<file path="src/rtl/decoder_2to4_strobe.sv">
// decoder_2to4_strobe: registered 2-to-4 decoder with timed one-hot strobe,
// idle gap and saturating accept counter.
module decoder_2to4_strobe #(
    parameter int HOLD_CYCLES = 2,
    parameter int GAP_CYCLES  = 1,
    parameter int CNT_W       = 8
) (
    input  logic             clk,
    input  logic             rst_n,
    input  logic [1:0]       in,
    input  logic             in_valid,
    output logic             in_ready,
    output logic [3:0]       out,
    output logic             out_valid,
    output logic             busy,
    output logic [CNT_W-1:0] evt_count,
    input  logic             clr_count
);
    localparam int MX = (HOLD_CYCLES > GAP_CYCLES) ? HOLD_CYCLES : GAP_CYCLES;
    localparam int TW = (MX > 1) ? $clog2(MX) : 1;
    localparam logic [TW-1:0] HOLD_T = TW'(HOLD_CYCLES - 1);
    localparam logic [TW-1:0] GAP_T = (GAP_CYCLES > 0) ? TW'(GAP_CYCLES - 1) : '0;

    typedef enum logic [1:0] {IDLE, HOLD, GAP} state_t;

    state_t state, state_n;
    logic [TW-1:0] timer, timer_n;
    logic [1:0] idx, idx_n;
    logic accept;

    assign in_ready = (state == IDLE);
    assign busy = (state != IDLE);
    assign accept = in_valid && in_ready;
    assign idx_n = accept ? in : idx;

    always_comb begin
        state_n = state;
        timer_n = timer;
        case (state)
            IDLE: begin
                state_n = accept ? HOLD : IDLE;
                timer_n = accept ? HOLD_T : timer;
            end
            HOLD: begin
                state_n = (timer != '0) ? HOLD : ((GAP_CYCLES == 0) ? IDLE : GAP);
                timer_n = (timer != '0) ? timer - 1'b1 : GAP_T;
            end
            GAP: begin
                state_n = (timer != '0) ? GAP : IDLE;
                timer_n = (timer != '0) ? timer - 1'b1 : timer;
            end
            default: state_n = IDLE;
        endcase
    end

    // out is registered from the next state so the strobe lands one cycle after accept
    always_ff @(posedge clk or negedge rst_n) begin
        if (!rst_n) begin
            state     <= IDLE;
            timer     <= '0;
            idx       <= '0;
            out       <= '0;
            out_valid <= 1'b0;
            evt_count <= '0;
        end else begin
            state     <= state_n;
            timer     <= timer_n;
            idx       <= idx_n;
            out       <= (state_n == HOLD) ? (4'b0001 << idx_n) : 4'b0000;
            out_valid <= (state_n == HOLD);
            evt_count <= clr_count ? '0 :
                         (accept && evt_count != {CNT_W{1'b1}}) ? evt_count + 1'b1 : evt_count;
        end
    end
endmodule

</file>
<file path="config.mk">
export PLATFORM = sky130hd
export DESIGN_NAME = decoder_2to4_strobe
export DESIGN_NICKNAME = d
export VERILOG_FILES = /design/src/rtl/decoder_2to4_strobe.sv
export SDC_FILE = /design/constraint.sdc
export NUM_CORES = 1
export LEC_CHECK = 0
export CORE_MARGIN = 2
export CORE_UTILIZATION = 40
export CTS_CLUSTER_SIZE = 28
export DETAILED_ROUTE_END_ITERATION = 6
export PLACE_DENSITY_LB_ADDON = 0.15
export SYNTH_ARGS = -nofsm -noshare
export SYNTH_HDL_FRONTEND = slang
export SYNTH_SLANG_ARGS = --single-unit
</file>
<file path="constraint.sdc">
create_clock -name clk -period 3 [get_ports clk]
set_clock_uncertainty 0.05 [all_clocks]
set_input_delay 0.6 -clock clk [delete_from_list [all_inputs] [get_ports clk]]
set_output_delay 0.6 -clock clk [all_outputs]
set_load 0.02 [all_outputs]
</file>
==> summary.md <==
| Metric | Value |
|---|---|
| Status | finished, final reports clean |
| Final Non-Filler Cells | 134 |
| DP Area | 1100 µm² |
| Crit path from | state[0]$_DFF_PN0_ |
| GPL Wtd Cong | 0.767 |
| Ys async rst share | 100% |
| Reg2Reg Depth | 6 |
| Ports | 21 |
| Post-CTS sizing | 0 |
| WHS Path Cells | 1 |
| Fmax | 427 MHz |
| PortBufs | 20 |
| RSZ-0062 raised after global routing | no |
| Slew @ Worst Pin | 812 ps |
| Post-CTS Setup Inserts | 0 |
| Fin. Hold Viols | 0 |
| Core box area | 2000 µm² |
| Initial drt markers | 11 |
| Clk slew on worst S/H paths | 110 ps |
| Wire per inst | 12.2 µm |
| Initial antenna violation count | 0 |
| WP data required | 2350 ps |
| Die height | 50.6 µm |
| DIE WIDTH | 50.6 µm |
| Post-route antenna net violation count | 0 |
| MaxCap Viol Count | 0 |
| Tcrit/Tclk final | 78.1% |
| Post-synthesis sequential area ratio | 51.8% |
| Total Nets Final | 120 |
| Final max-slew violation count | 0 |
| Critical Path AT | 1690 ps |
| CTS tree | yes |
| Clock period minus worst slack | 2340 ps |
| Grt ovf | 0 |
| Final setup fails | 0 |
| Area grow syn2layout | 30.2% |
| Die ar. | 2560 µm² |
| Cell variety after synth | 25 |
| Synth warnings | 0 |
| Number of global-route vias before repair | 651 |
| EDFF count, synth | 0 |
| GRT Total Usage | 15.4% |
| Worst Slack Setup Final | 658 ps |
| Clk_lat worst skew | 300 ps |
| Pwr Density | 773 nW/µm² |
| Fill count | 172 |
| Pin count of the biggest net entering global routing | 19 |
| CTS Buffer Depth | 2 |
| Placed cells | 130 |
| First-pass GRT wire length | 2.88 mm |
| H-tree depth | 1 |
| CP endpoint kind | output pin |
| Hold_sp | idx[0]$_DFF_PN0_ |
| Number of detailed-route iterations in the first pass | 4 |
| CP Launch Type | flop |
| # DRC | 0 |
| Crit-path max FO | 5 |
| Avg Synthesized Cell Area | 10.4 µm² |
| VDD IR max | 0.476 mV |
| Setup_tns | 0 ps |
| LEAKAGE | 0.000500 µW |
| Clock root buffer | clkbuf_4 |
| Post-Synthesis Cells | 84 |
| Vias per cell | 5.12 |
| Max-Slew Margin vs Limit | 45.7% |
| Post-Syn Area | 870 µm² |
| CP Class | flop to output pin |
| Top_reg_cell synth | dfrtp_1 |
| Mapped Nets | 96 |
| R2R Path Start | state[0]$_DFF_PN0_ |
| Diodes inserted | 0 |
| CTS Sinks | 18 |
| Site Rows | 16 |
| Worst hold path type | flop to flop |
| DP Worst Slack | 661 ps |
| Hold_buf cts | 0 |
| Inserted Clock Buffers | 3 |
| Number of synthesized register bits | 18 |
| Vias post-DR | 686 |
| Initial Util | 43.4% |
| HPWL after DPL | 1.20 mm |
| Post-layout instance area | 1130 µm² |
| Routed wire length | 1.64 mm |
| Share of post-route cells with drive strength above 1 | 8.41% |
[sequential cells by signal, indices dropped and copies added (netlist names)]
register	count
evt_count	8
idx	2
out	4
out_valid	1
state	2
timer	1
[final timing paths]
kind | endpoint | slack, ps
max | in_ready | 660
min | idx[0]$_DFF_PN0_ | 470
max reg2reg | out[2]$_DFF_PN0_ | 1080
min reg2reg | idx[0]$_DFF_PN0_ | 470
max in group asynchronous | state[1]$_DFF_PN0_ | 1680
min in group asynchronous | evt_count[3]$_DFFE_PN0P_ | 710
[cell usage in the layout (no fill, tap or decap)]
cell,count
clkdlybuf4s50_1,20
dfrtp_1,18
nor2_1,15
inv_1,6
a21oi_1,6
ha_1,6
nor3_1,5
nand2_1,4
clkbuf_4,3
mux2_2,2
mux2i_1,2
or4_1,2
and4_1,2
nand4_1,2
nand3_1,2
a22oi_1,1
and2_4,1
mux2_4,1
nand2_2,1
a31oi_1,1
nor4b_1,1
o31ai_1,1
a211oi_1,1
xnor2_1,1
o21ai_0,1
xor2_1,1
clkbuf_8,1
[synth_stat cells, types with 2 or more instances]
master,count,area [µm²]
nor3_1,5,25.0
or4_1,2,15.0
and4_1,2,17.5
ha_1,6,75.1
dfrtp_1,18,450
nor2_1,15,56.3
nand2_1,4,15.0
nand4_1,2,12.5
mux2_2,2,22.5
inv_1,6,22.5
nand3_1,2,10.0
mux2i_1,2,20.0
a21oi_1,6,30.0
[area by class of cell]
cell class              count  area, µm²  share of cell area [%]
repair buffers             20        200                    17.7
clock buffers               4       36.3                    3.20
multi-input cells          59        389                    34.4
inverters                   6       22.5                    1.99
well taps                  27       33.8                    2.98
flip-flops and latches     18        450                    39.8
[power breakdown]
group | switching (µW) | total (µW) | internal [µW]
registers | 33.8 | 343 | 309
clock network | 75.9 | 150 | 74.0
logic | 205 | 382 | 177
[stage by stage]
stage | power [µW] | hold slack (ps) | utilization [%]
after floorplan | 580 | 254 | -
after global placement | 728 | 442 | 54.8
after detailed placement | 731 | 442 | 54.8
after CTS | 886 | 472 | 56.6
after global routing | 943 | 487 | 56.6
final | 875 | 470 | 56.6
[kinds of logic (layout without fill, tap and decap cells)]
group,count (synthesis),after routing,share of synthesized area (%)
and+or+nand+nor,35,35,20.1
adders and majority gates,6,6,8.63
xor gates and xnor gates,2,2,2.01
muxes,5,5,6.62
buffers and inverters,7,30,3.45
DFF,18,18,51.8
AOI/OAI and AO/OA,11,11,7.34
[worst max-delay path: stages, from the launching register on]
cell,delay (ps)
dfrtp_1,410
inv_1,120
ha_1,240
clkdlybuf4s50_1,630
[per-layer routing]
metal | GRT usage (%) | vias to the layer above | wire length, µm
met5 | 0 | - | 0
met3 | 5.36 | 5 | 82
met1 | 18.3 | 326 | 743
li1 | - | 339 | -
met2 | 25.0 | 16 | 787
met4 | 6.76 | 0 | 26
Note: power is estimated with default switching activity, not from simulation.
